File: src/rtl/byte_to_ascii_hex_pkg.sv
// byte_to_ascii_hex_pkg: shared state encoding and ASCII constants for the byte-to-hex converter.
package byte_to_ascii_hex_pkg;
    typedef enum logic [1:0] {
        IDLE      = 2'b00,
        SEND_HIGH = 2'b01,
        SEND_LOW  = 2'b10,
        SEND_SEP  = 2'b11
    } state_t;
    localparam logic [7:0] ZERO    = 8'h30;
    localparam logic [7:0] UPPER_A = 8'h41;
    localparam logic [7:0] LOWER_A = 8'h61;
endpackage

File: src/rtl/byte_to_ascii_hex_if.sv
// byte_to_ascii_hex_if: upstream byte handshake and downstream character handshake.
interface byte_to_ascii_hex_if;
    logic       data_valid;
    logic [7:0] data_in;
    logic       ready;
    logic       tx_valid;
    logic [7:0] tx_byte;
    logic       tx_ready;
    modport slave (input data_valid, data_in, tx_ready, output ready, tx_valid, tx_byte);
    modport master (output data_valid, data_in, tx_ready, input ready, tx_valid, tx_byte);
endinterface

File: src/rtl/byte_to_ascii_hex_nibble_to_ascii.sv
// nibble_to_ascii: maps one 4-bit value to its ASCII hex digit.
module nibble_to_ascii
    import byte_to_ascii_hex_pkg::*;
#(
    parameter bit UPPER_CASE = 1'b1
) (
    input  logic [3:0] i_nibble,
    output logic [7:0] o_ascii
);
    assign o_ascii = (i_nibble < 4'd10) ? ZERO + 8'(i_nibble)
                                        : (UPPER_CASE ? UPPER_A : LOWER_A) + 8'(i_nibble) - 8'd10;
endmodule

File: src/rtl/byte_to_ascii_hex.sv
// byte_to_ascii_hex: emits each accepted byte as two ASCII hex characters plus an optional separator.
module byte_to_ascii_hex
    import byte_to_ascii_hex_pkg::*;
#(
    parameter bit         UPPER_CASE = 1'b1,
    parameter logic [7:0] SEPARATOR  = 8'h00
) (
    input logic clk,
    input logic reset,
    byte_to_ascii_hex_if.slave bus
);
    state_t     r_state, w_next;
    logic [7:0] r_data, r_tx_byte, w_byte, w_ascii, w_tx_byte;
    logic       r_tx_valid, w_accept, w_done;
    logic [3:0] w_nibble;

    assign w_accept = bus.data_valid && (r_state == IDLE);
    assign w_done   = r_tx_valid && bus.tx_ready;
    // Outputs are registered, so the character is chosen for the state being entered.
    assign w_byte   = (r_state == IDLE) ? bus.data_in : r_data;
    assign w_nibble = (w_next == SEND_HIGH) ? w_byte[7:4] : w_byte[3:0];

    nibble_to_ascii #(.UPPER_CASE(UPPER_CASE)) u_nib (
        .i_nibble(w_nibble),
        .o_ascii (w_ascii)
    );

    always_comb begin
        w_next    = r_state;
        w_tx_byte = r_tx_byte;
        if (r_state == IDLE)
            w_next = w_accept ? SEND_HIGH : IDLE;
        else if (w_done)
            w_next = (r_state == SEND_HIGH) ? SEND_LOW :
                     (r_state == SEND_LOW && SEPARATOR != 8'h00) ? SEND_SEP : IDLE;
        if (w_next != r_state && (w_next == SEND_HIGH || w_next == SEND_LOW))
            w_tx_byte = w_ascii;
        else if (w_next == SEND_SEP)
            w_tx_byte = SEPARATOR;
    end

    always_ff @(posedge clk) begin
        if (reset) begin
            r_state    <= IDLE;
            r_data     <= 8'h00;
            r_tx_valid <= 1'b0;
            r_tx_byte  <= 8'h00;
        end else begin
            r_state    <= w_next;
            if (w_accept)
                r_data <= bus.data_in;
            r_tx_valid <= (w_next != IDLE);
            r_tx_byte  <= w_tx_byte;
        end
    end

    assign bus.ready    = (r_state == IDLE);
    assign bus.tx_valid = r_tx_valid;
    assign bus.tx_byte  = r_tx_byte;
endmodule

File: src/flat_wrapper.sv
// flat-port wrapper written by rule: the top's interface ports become plain ports
module byte_to_ascii_hex_flat import byte_to_ascii_hex_pkg::*;
#(
    parameter bit         UPPER_CASE = 1'b1,
    parameter logic [7:0] SEPARATOR  = 8'h00
)
  (clk, reset, bus_data_valid, bus_data_in, bus_tx_ready, bus_ready, bus_tx_valid, bus_tx_byte);
  byte_to_ascii_hex_if bus_i ();
  input logic clk;
  input logic reset;
  input wire logic [$bits(bus_i.data_valid)-1:0] bus_data_valid;
  input wire logic [$bits(bus_i.data_in)-1:0] bus_data_in;
  input wire logic [$bits(bus_i.tx_ready)-1:0] bus_tx_ready;
  output wire logic [$bits(bus_i.ready)-1:0] bus_ready;
  output wire logic [$bits(bus_i.tx_valid)-1:0] bus_tx_valid;
  output wire logic [$bits(bus_i.tx_byte)-1:0] bus_tx_byte;
  assign bus_i.data_valid = bus_data_valid;
  assign bus_i.data_in = bus_data_in;
  assign bus_i.tx_ready = bus_tx_ready;
  assign bus_ready = bus_i.ready;
  assign bus_tx_valid = bus_i.tx_valid;
  assign bus_tx_byte = bus_i.tx_byte;
  byte_to_ascii_hex #(.UPPER_CASE(UPPER_CASE), .SEPARATOR(SEPARATOR)) u_core (.clk(clk), .reset(reset), .bus(bus_i));
endmodule
File: config.mk
export PLATFORM = sky130hd
export DESIGN_NAME = byte_to_ascii_hex_flat
export DESIGN_NICKNAME = d
export VERILOG_FILES = /design/src/rtl/byte_to_ascii_hex_pkg.sv /design/src/rtl/byte_to_ascii_hex_if.sv /design/src/rtl/byte_to_ascii_hex_nibble_to_ascii.sv /design/src/rtl/byte_to_ascii_hex.sv /design/src/flat_wrapper.sv
export SDC_FILE = /design/constraint.sdc
export NUM_CORES = 1
export LEC_CHECK = 0
export ABC_AREA = 1
export ABC_CLOCK_PERIOD_IN_PS = 2340
export BUFFER_PORTS_ARGS = -buffer_cell sky130_fd_sc_hd__buf_2
export CORE_MARGIN = 4
export CORE_UTILIZATION = 35
export CTS_BUF_LIST = sky130_fd_sc_hd__clkbuf_4 sky130_fd_sc_hd__clkbuf_8
export DETAILED_ROUTE_END_ITERATION = 10
export MAX_ROUTING_LAYER = met4
export SLEW_MARGIN = 20
export SYNTH_ARGS = -nofsm -noshare
export SYNTH_HDL_FRONTEND = slang
export SYNTH_HIERARCHICAL = 1
export SYNTH_SLANG_ARGS = --single-unit
File: constraint.sdc
create_clock -name clk -period 2.34 [get_ports clk]
set_input_delay 0.234 -clock clk [delete_from_list [all_inputs] [get_ports clk]]
set_output_delay 0.234 -clock clk [all_outputs]
set_load 0.01 [all_outputs]
### Word level (Yosys, flattened, before mapping)

Cells that the tools add are included.

| operators by class | value |
|---|---|
| add/subtract/negate cells | 3 |
| $lt $le $gt $ge | 1 |
| equal/unequal tests | 5 |
| muxes and demuxes | 9 |
| reduce and logical (&&, ||, !) cells | 7 |

Operators by type and width:

| kind | number |
|---|---|
| $mux W8 | 4 |
| $add A7 B4 Y8 const A | 1 |
| $sub A8 B4 Y8 const B | 1 |
| $add A6 B4 Y7 const A | 1 |
| $mux W2 | 3 |
| $eq A2 B1 Y1 const B | 2 |
| $eq A2 B2 Y1 const B | 2 |
| $lt A4 B4 Y1 const B | 1 |
| $mux W4 | 1 |
| $reduce_bool A2 Y1 | 2 |
| $logic_and A1 B1 Y1 | 3 |
| $logic_not A2 Y1 | 1 |
| $ne A2 B2 Y1 | 1 |
| $logic_or A1 B1 Y1 | 1 |
| $mux W1 | 1 |

| storage, ports and cells | value |
|---|---|
| register bits | 19 |
| input port bits | 12 |
| output and inout bits | 10 |
| logic and storage cells | 29 |

### Depth between registers and ports, before layout

Gate-level depths: netlist (run 1).

| depth | value |
|---|---|
| depth in word-level cells | 10 |
| mapped depth | 15 |
| mapped depth without buffers | 15 |

### By module

Netlist (run 1), hierarchy kept.

By module, submodules not included:

| module | instances | cells each | area an instance (µm²) | sequential area each (µm²) |
|---|---|---|---|---|
| byte_to_ascii_hex | 1 | 110 | 929.6 | 380.4 |
| nibble_to_ascii | 1 | 25 | 123.9 | 0.0 |

### Least setup slack after synthesis (run 1)

No wires, ideal clock.

| timing | value |
|---|---|
| kind | register -> register |
| start point | register u_core.r_state[1] |
| end point | register u_core.r_tx_byte[1] (netlist: u_core/bus.tx_byte[1]) |
| setup time | 70 ps |
| arrival time | 2,229 ps |
| data required time | 2,270 ps |
| path slack | 41 ps |
| stages on the path, launching flop included | 13 |
| buffers on the path | 0 |
| period minus slack after synthesis | 2,299 ps |
| cell sequence | dfxtp_1 > nor2_4 > nand2_4 > o21ai_2 > ha_1 > o21ai_0 > o21ai_0 > inv_1 > ha_1 > nand3b_1 > nand2_1 > nand3_1 > a21oi_1 |

| between the ends | value |
|---|---|
| cells in the longest elaborated chain, start to end | 10 |
| elaborated cells on any way between the ends | 22 |
| those cells by class | 3 x add/sub; 1 x order compare; 5 x eq/ne; 8 x mux; 5 x reduce/logical |

RTL lines:

| item | RTL line | text |
|---|---|---|
| start: declaration | byte_to_ascii_hex.sv:12 | `state_t r_state, w_next;` |
| start signal: assignment | byte_to_ascii_hex.sv:49 | `r_state <= w_next;` |
| $logic_not A2 Y1 (*) | -- |  |
| via bus_ready | flat_wrapper.sv:14 | `output wire logic [$bits(bus_i.ready)-1:0] bus_ready;` |
| $logic_and A1 B1 Y1 | byte_to_ascii_hex.sv:17 | `assign w_accept = bus.data_valid && (r_state == IDLE);` |
| $mux W1 | byte_to_ascii_hex.sv:32 | `w_next = w_accept ? SEND_HIGH : IDLE;` |
| $mux W2 (*) | byte_to_ascii_hex.sv:31 | `if (r_state == IDLE)` |
| via u_core.w_next[0] | byte_to_ascii_hex.sv:12 |  |
| $eq A2 B1 Y1 (*) | byte_to_ascii_hex.sv:21 | `assign w_nibble = (w_next == SEND_HIGH) ? w_byte[7:4] : w_byte[3:0];` |
| $mux W4 (*) | byte_to_ascii_hex.sv:21 |  |
| via u_core.w_nibble[1] | byte_to_ascii_hex.sv:15 | `logic [3:0] w_nibble;` |
| $add A7 B4 Y8 | byte_to_ascii_hex_nibble_to_ascii.sv:11 | `: (UPPER_CASE ? UPPER_A : LOWER_A) + 8'(i_nibble) - 8'd10;` |
| $sub A8 B4 Y8 | byte_to_ascii_hex_nibble_to_ascii.sv:11 |  |
| $mux W8 (*) | byte_to_ascii_hex_nibble_to_ascii.sv:10 | `assign o_ascii = (i_nibble < 4'd10) ? ZERO + 8'(i_nibble)` |
| via u_core.w_ascii[1] | byte_to_ascii_hex.sv:13 | `logic [7:0] r_data, r_tx_byte, w_byte, w_ascii, w_tx_byte;` |
| $mux W8 (*) | byte_to_ascii_hex.sv:36 | `if (w_next != r_state && (w_next == SEND_HIGH \|\| w_next == SEND_LOW))` |
| end signal: assignment | byte_to_ascii_hex.sv:53 | `r_tx_byte <= w_tx_byte;` |
| end: declaration | byte_to_ascii_hex.sv:13 |  |

The timed path passes the listed nets; every way through them passes the cells marked *.
A chain may end at the register's enable or synchronous reset.

### Worst setup path in the final report (run 1)

| timing | value |
|---|---|
| start point | register u_core.r_tx_valid (netlist: u_core/bus.tx_valid) |
| end point | register u_core.r_tx_byte[1] (netlist: u_core/bus.tx_byte[1]) |

| between the ends | value |
|---|---|
| cells in the longest elaborated chain, start to end | 9 |
| elaborated cells on any way between the ends | 17 |
| those cells by class | 3 x add/sub; 1 x order compare; 4 x eq/ne; 5 x mux; 4 x reduce/logical |

RTL lines:

| item | RTL line | text |
|---|---|---|
| start: declaration | byte_to_ascii_hex.sv:14 | `logic r_tx_valid, w_accept, w_done;` |
| start signal: assignment | byte_to_ascii_hex.sv:52 | `r_tx_valid <= (w_next != IDLE);` |
| $logic_and A1 B1 Y1 (*) | byte_to_ascii_hex.sv:18 | `assign w_done = r_tx_valid && bus.tx_ready;` |
| $mux W2 (*) | byte_to_ascii_hex.sv:33 | `else if (w_done)` |
| $mux W2 (*) | byte_to_ascii_hex.sv:31 |  |
| via u_core.w_next[0] | byte_to_ascii_hex.sv:12 |  |
| $eq A2 B1 Y1 (*) | byte_to_ascii_hex.sv:21 |  |
| $mux W4 (*) | byte_to_ascii_hex.sv:21 |  |
| via u_core.w_nibble[1] | byte_to_ascii_hex.sv:15 |  |
| $add A7 B4 Y8 | byte_to_ascii_hex_nibble_to_ascii.sv:11 |  |
| $sub A8 B4 Y8 | byte_to_ascii_hex_nibble_to_ascii.sv:11 |  |
| $mux W8 (*) | byte_to_ascii_hex_nibble_to_ascii.sv:10 |  |
| via u_core.w_ascii[1] | byte_to_ascii_hex.sv:13 |  |
| $mux W8 (*) | byte_to_ascii_hex.sv:36 |  |

Marked as above.

==> results of run 1 <==
## worst max-delay path by stage
stage,endpoint,startpoint,slack [ns]
6_report,u_core/bus.tx_byte[1]$_SDFFE_PP0P_,u_core/bus.tx_valid$_SDFF_PP0_,0.24
5_1_grt,u_core/bus.tx_byte[1]$_SDFFE_PP0P_,u_core/r_state[0]$_SDFF_PP0_,0.007
4_1_cts,u_core/bus.tx_byte[1]$_SDFFE_PP0P_,u_core/r_state[1]$_SDFF_PP0_,0.05
3_5_place_dp,u_core/bus.tx_byte[1]$_SDFFE_PP0P_,u_core/r_state[1]$_SDFF_PP0_,0.08
3_3_place_gp,u_core/bus.tx_byte[1]$_SDFFE_PP0P_,u_core/r_state[1]$_SDFF_PP0_,0.14
2_1_floorplan,u_core/bus.tx_byte[1]$_SDFFE_PP0P_,u_core/r_state[1]$_SDFF_PP0_,0.04
## where the power goes
group | switching, mW | total [mW] | internal [mW]
registers | 0.0161 | 0.371 | 0.355
logic | 0.187 | 0.313 | 0.126
clock network | 0.102 | 0.180 | 0.0778
## worst min-delay path, stage by stage
cell and delay [ns]:
sky130_fd_sc_hd__buf_2 0.07, sky130_fd_sc_hd__nor2_1 0.05, sky130_fd_sc_hd__a211oi_2 0.20
## cell usage after synthesis
library cell | count | area [um^2]
sky130_fd_sc_hd__a211oi_2 | 8 | 100
sky130_fd_sc_hd__a21oi_1 | 9 | 45.0
sky130_fd_sc_hd__buf_2 | 2 | 10.0
sky130_fd_sc_hd__buf_4 | 1 | 7.51
sky130_fd_sc_hd__buf_6 | 1 | 11.3
sky130_fd_sc_hd__clkbuf_1 | 1 | 3.75
sky130_fd_sc_hd__conb_1 | 1 | 3.75
sky130_fd_sc_hd__dfxtp_1 | 19 | 380
sky130_fd_sc_hd__ha_1 | 4 | 50.1
sky130_fd_sc_hd__inv_1 | 10 | 37.5
sky130_fd_sc_hd__inv_2 | 3 | 11.3
sky130_fd_sc_hd__nand2_1 | 8 | 30.0
sky130_fd_sc_hd__nand2_2 | 1 | 6.26
sky130_fd_sc_hd__nand2_4 | 3 | 33.8
sky130_fd_sc_hd__nand2_8 | 1 | 20.0
sky130_fd_sc_hd__nand3_1 | 18 | 90.1
sky130_fd_sc_hd__nand3b_1 | 1 | 7.51
sky130_fd_sc_hd__nand4_1 | 1 | 6.26
sky130_fd_sc_hd__nor2_1 | 25 | 93.8
sky130_fd_sc_hd__nor2_2 | 1 | 6.26
sky130_fd_sc_hd__nor2_4 | 1 | 11.3
sky130_fd_sc_hd__nor3_1 | 1 | 5.00
sky130_fd_sc_hd__o21ai_0 | 12 | 60.1
sky130_fd_sc_hd__o21ai_1 | 1 | 5.00
sky130_fd_sc_hd__o21ai_2 | 2 | 17.5
## cells by family (layout without fill, tap and decap cells)
logic type                 after synthesis  in the layout  synth area share [%]
adders and majority gates                4              4                  4.75
other                                    1              1                 0.356
buffers and inverters                   18             45                  7.72
AOI/OAI and AO/OA                       32             32                  21.6
and+or+nand+nor                         61             61                  29.5
DFF                                     19             19                  36.1
## metrics by stage
stage | util [%] | total power [mW] | hold WS, ns
after global placement | 43.1 | 0.674 | 0.466
after global routing | 45.1 | 0.932 | 0.303
final | 45.1 | 0.864 | 0.304
after floorplan | - | 0.597 | 0.493
after detailed placement | 43.1 | 0.681 | 0.473
after CTS | 44.2 | 0.866 | 0.299
## routing by layer
layer,GRT usage (%),routed length (um),vias up
li1,-,-,510
met1,14.1,1030,459
met2,21.1,1130,9
met3,2.52,75,2
met4,4.13,16,0
met5,-,0,-
## state kept, by name, indices dropped and copies added, names as in the netlist
register             cells
u_core/bus.tx_byte       8
u_core/r_data            8
u_core/r_state           2
u_core/bus.tx_valid      1
## final cells by class
cell class | count | area, um^2 | share of cell area, %
sequential | 19 | 383 | 30.2
timing repair buffer | 28 | 158 | 12.5
tap | 31 | 38.8 | 3.06
clock buffer | 4 | 30.0 | 2.37
inverter | 13 | 48.8 | 3.85
multi-input combinational | 98 | 608 | 48.0
## placed cells by master (no fill, tap or decap), drive strengths merged, types with 4 or more instances in the layout
| cell type | count |
|---|---|
| a211oi | 8 |
| a21oi | 9 |
| buf | 28 |
| clkbuf | 4 |
| dfxtp | 19 |
| ha | 4 |
| inv | 13 |
| nand2 | 13 |
| nand3 | 18 |
| nor2 | 27 |
| o21ai | 15 |
## repair_timing
item                       4_1_cts  5_1_grt
setup endpoints to repair        0        5
resized for setup                0        6
setup buffers                    0        1
hold buffers                     0        0
==> metrics.md, run 1 <==
| Metric | Value |
|---|---|
| Result of the run | finished, final reports clean |
| Clock tree from TritonCTS | yes |
| Endpoints failing hold | 0 |
| Logic depth of the worst setup path including buffers | 12 |
| Synthesized flop and latch total | 19 |
| Maximum number of pins on one net before global-route repair | 20 |
| Pre-Repair DR Iteration Count | 4 |
| Number of antenna violations at the first check in global routing | 0 |
| Slowest cell delay on critical path | 0.33 ns |
| Launch point of the worst hold path | bus_data_in[1] |
| Routability congestion estimate from global placement | 0.820 |
| Min setup slack post-route | 0.244 ns |
| Die Ht | 62.9 um |
| Cell variety after synth | 25 |
| Register-to-register setup slack | 0.24 ns |
| Power density over the cells | 682 nW/um^2 |
| Die Outline Area | 3950 um^2 |
| Clk Tree Root Cell | sky130_fd_sc_hd__clkbuf_4 |
| Clock-pin slew reported for the worst setup and hold paths after clock tree synthesis | 0.11 ns |
| Antenna-violating nets left | 0 |
| I/O pin cnt | 22 |
| CP startpoint kind | register |
| Final setup TNS | 0 ns |
| LEAKAGE | 0.567 nW |
| Post-placement worst setup slack | 0.0784 ns |
| Required time of the critical path | 2.57 ns |
| Synthesized cell area | 1050 um^2 |
| Maximum clock frequency | 477 MHz |
| Input/output buffers | 21 |
| Total inserted antenna cells | 0 |
| Synthesized netlist cell count | 135 |
| Hold Crit Depth | 3 |
| Largest driver fanout on the critical path | 8 |
| Non-Filler Cell Area, Final | 1270 um^2 |
| Layout cells sized above 1 | 34.6% |
| Global router's overall resource usage | 12.3% |
| IR drop worst, VDD | 316 uV |
| Num CTS Buffers | 3 |
| Worst Clk Skew | 0.00682 ns |
| Standard cell with the maximum stage delay on the critical path | sky130_fd_sc_hd__dfxtp_1 |
| CP Buf/Inv Count | 2 |
| Net count reported at finish | 179 |
| Final worst-path cycle share | 89.6% |
| Final Max Tran Viols | 0 |
| Remaining design rule violation count | 0 |
| Global-route wire length before repair | 3930 um |
| DP Area | 1210 um^2 |
| H-tree Lvls | 1 |
| Endpoint type of the worst setup path | register |
| Core ar. | 2810 um^2 |
| Wirelength per Cell | 11.7 um |
| Category of the most critical setup path | register to register |
| Reg2reg end | u_core/bus.tx_byte[1]$_SDFFE_PP0P_ |
| Data arrival at the endpoint of the critical path | 2.33 ns |
| Number of DRC markers after the initial detailed-route iteration | 36 |
| Final instance count without filler cells | 193 |
| Detailed-placement wirelength estimate | 1700 um |
| Clock Path Buffers | 2 |
| Clock tree sinks | 19 |
| Worst path cell trace | nand2_1 > inv_1 > o21ai_2 > ha_4 > o21ai_0 > o21ai_0 > inv_1 > ha_1 > nand3b_1 > nand2_1 > nand3_1 > a21oi_1 |
| Worst reg-to-reg path cell count | 12 |
| Synthesis Warnings | 6 |
| Number of endpoints failing setup at the final stage | 0 |
| Overall die width | 62.9 um |
| Worst-case hold path end point | u_core/r_data[1]$_SDFFE_PP0P_ |
| Dpl cells | 188 |
| Max-cap viol count | 0 |
| Placement Rows | 19 |
| Min Clock Period, post-route | 2.10 ns |
| Per-instance average area after synthesis | 7.80 um^2 |
| Clk Latency, worst-skew pair | 0.29 ns |
| Fraction of the yosys area taken by sequential cells | 36.1% |
| Number of nets in the synthesized netlist | 151 |
| Worst min-delay path category | input port to register |
| Unrepaired setup endpoints after global routing | false |
| Count of vias placed by the detailed router | 980 |
| Final WL | 2250 um |
| Kind of cell adding the most delay to the critical path | compound AO/OA/AOI/OAI gates |
| Launch point of the worst reg-to-reg path | u_core/bus.tx_valid$_SDFF_PP0_ |
| Remaining Overflow, GRT | 0 |
| Filler Cells Inserted | 315 |
| Via count of the first global-routing pass | 909 |
| Area growth from synthesis to layout | 20.2% |
| Via density | 5.08 |
| Effective utilization at floorplan | 37.6% |
Note: power is estimated with default switching activity, not from simulation.
==> run 2, diff against run 1 <==
--- a/config.mk
+++ b/config.mk
@@ -7,7 +7,7 @@
 export LEC_CHECK = 0
 export ABC_AREA = 1
 export ABC_CLOCK_PERIOD_IN_PS = 2340
-export BUFFER_PORTS_ARGS = -buffer_cell sky130_fd_sc_hd__buf_2
+export BUFFER_PORTS_ARGS = -buffer_cell sky130_fd_sc_hd__buf_4
 export CORE_MARGIN = 4
 export CORE_UTILIZATION = 35
 export CTS_BUF_LIST = sky130_fd_sc_hd__clkbuf_4 sky130_fd_sc_hd__clkbuf_8
==> metrics.md, run 2 (synthesized netlist as in run 1, its figures left out) <==
| Metric | Value |
|---|---|
| Count of vias placed by the detailed router | 990 |
| Net count reported at finish | 181 |
| Number of DRC markers after the initial detailed-route iteration | 33 |
| Total Power | 0.888 mW |
| Clock tree from TritonCTS | yes |
| H-tree Lvls | 1 |
| Required time of the critical path | 2.58 ns |
| Via count of the first global-routing pass | 938 |
| Overall die width | 62.9 um |
| Total inserted antenna cells | 0 |
| Largest driver fanout on the critical path | 4 |
| Clock-pin slew reported for the worst setup and hold paths after clock tree synthesis | 0.10 ns |
| Final setup TNS | 0 ns |
| Routability congestion estimate from global placement | 0.839 |
| Most common library cell in the layout ignoring fill and taps | sky130_fd_sc_hd__buf_4 |
| Num CTS Buffers | 3 |
| Hold Buf Count CTS | 0 |
| Number of antenna violations at the first check in global routing | 0 |
| Endpoint type of the worst setup path | register |
| Clk Latency, worst-skew pair | 0.29 ns |
| Clk Tree Root Cell | sky130_fd_sc_hd__clkbuf_4 |
| Final worst-path cycle share | 90.7% |
| Final WL | 2410 um |
| Register-to-register setup slack | 0.22 ns |
| Pre-Repair DR Iteration Count | 4 |
| Min Clock Period, post-route | 2.12 ns |
| Antenna-violating nets left | 0 |
| Number of endpoints failing setup at the final stage | 0 |
| Post-placement worst setup slack | 0.153 ns |
| Area growth from synthesis to layout | 27.2% |
| Global-route wire length before repair | 4090 um |
| Wirelength per Cell | 12.4 um |
| Worst Clk Skew | 0.00104 ns |
| Result of the run | finished, final reports clean |
| Power density over the cells | 663 nW/um^2 |
| I/O pin cnt | 22 |
| Endpoints failing hold | 0 |
| Via density | 5.08 |
| Effective utilization at floorplan | 37.6% |
| Global router's overall resource usage | 12.8% |
| Die Ht | 62.9 um |
| Core ar. | 2810 um^2 |
| Layout cells sized above 1 | 37.2% |
| Category of the most critical setup path | register to register |
| Detailed-placement wirelength estimate | 1780 um |
| Final Max Tran Viols | 0 |
| Clock tree sinks | 19 |
| Worst slack on hold paths | 0.250 ns |
| Min setup slack post-route | 0.219 ns |
| Clock Path Buffers | 2 |
| IR drop worst, VDD | 284 uV |
| Max-cap viol count | 0 |
| CP startpoint kind | register |
| Data arrival at the endpoint of the critical path | 2.36 ns |
| Commonest cells after routing, fill and taps aside | 30 x sky130_fd_sc_hd__buf_4, 25 x sky130_fd_sc_hd__nor2_1, 18 x sky130_fd_sc_hd__nand3_1, 16 x sky130_fd_sc_hd__dfxtp_1, 10 x sky130_fd_sc_hd__inv_1 |
| Remaining design rule violation count | 0 |
| Maximum number of pins on one net before global-route repair | 20 |
| Worst min-delay path category | input port to register |
| Placement Rows | 19 |
| LEAKAGE | 0.587 nW |
| Input/output buffers | 21 |
| Maximum clock frequency | 471 MHz |
| Die Outline Area | 3950 um^2 |
| Remaining Overflow, GRT | 0 |
-- run 2: changes by cell type in the layout (fill, tap and decap cells not counted), sizes merged --
cell,before,now
buf,28,30
-- run 2: path summary, 6_finish.rpt --
path,startpoint,to,cells past startpoint
max,u_core/r_state[0]$_SDFF_PP0_,u_core/bus.tx_byte[6]$_SDFFE_PP0P_,15
max reg2reg,u_core/r_state[0]$_SDFF_PP0_,u_core/bus.tx_byte[6]$_SDFFE_PP0P_,15
min,bus_data_valid,u_core/r_data[0]$_SDFFE_PP0P_,2
min reg2reg,u_core/bus.tx_byte[7]$_SDFFE_PP0P_,u_core/bus.tx_byte[7]$_SDFFE_PP0P_,2
-- run 2: cell type report --
| cell class | instances | area [um^2] |
|---|---|---|
| multi-input combinational | 98 | 613 |
| timing repair buffer | 30 | 225 |
| fill | 271 | 1470 |
| sequential | 19 | 384 |
| clock buffer | 4 | 30.0 |
| tap | 31 | 38.8 |
| inverter | 13 | 48.8 |
-- run 2: critical path, stage by stage (launching register included) --
cell and delay [ns]:
sky130_fd_sc_hd__dfxtp_2 0.35, sky130_fd_sc_hd__inv_2 0.07, sky130_fd_sc_hd__nor3_2 0.16, sky130_fd_sc_hd__a21oi_1 0.08, sky130_fd_sc_hd__ha_2 0.22, sky130_fd_sc_hd__buf_4 0.14
sky130_fd_sc_hd__nor2_1 0.09, sky130_fd_sc_hd__o21ai_0 0.08, sky130_fd_sc_hd__o21ai_1 0.11, sky130_fd_sc_hd__inv_1 0.09, sky130_fd_sc_hd__ha_2 0.19, sky130_fd_sc_hd__inv_1 0.07
sky130_fd_sc_hd__nor2_1 0.05, sky130_fd_sc_hd__nor2_2 0.12, sky130_fd_sc_hd__nand3_1 0.11, sky130_fd_sc_hd__a21oi_2 0.15
-- run 2: repair_timing --
item | CTS | global route
buffers inserted | 0 | 0
gates resized for setup | 0 | 11
endpoints found under the setup margin | 0 | 5
-- run 2: report_power, final --
group	switching (mW)	internal, mW
Sequential	0.0158	0.355
Clock	0.0969	0.0779
Combinational	0.196	0.147
-- run 2: metrics by stage --
step | cells | area (um^2) | utilization, %
final | 195 | 1340 | 47.8
after global placement | 191 | 1280 | 45.8
after detailed placement | 191 | 1280 | 45.8
after CTS | 195 | 1320 | 46.9
after global routing | 195 | 1340 | 47.8
after floorplan | 135 | 1050 | -
-- run 2: per-layer routing --
layer	global-route usage [%]	routed length, um	up-vias	share of wire, %
li1	-	-	514	-
met1	15.5	1120	464	47
met2	21.2	1210	8	50
met3	1.80	44	4	1.8
met4	4.96	30	0	1.2
met5	-	0	-	0
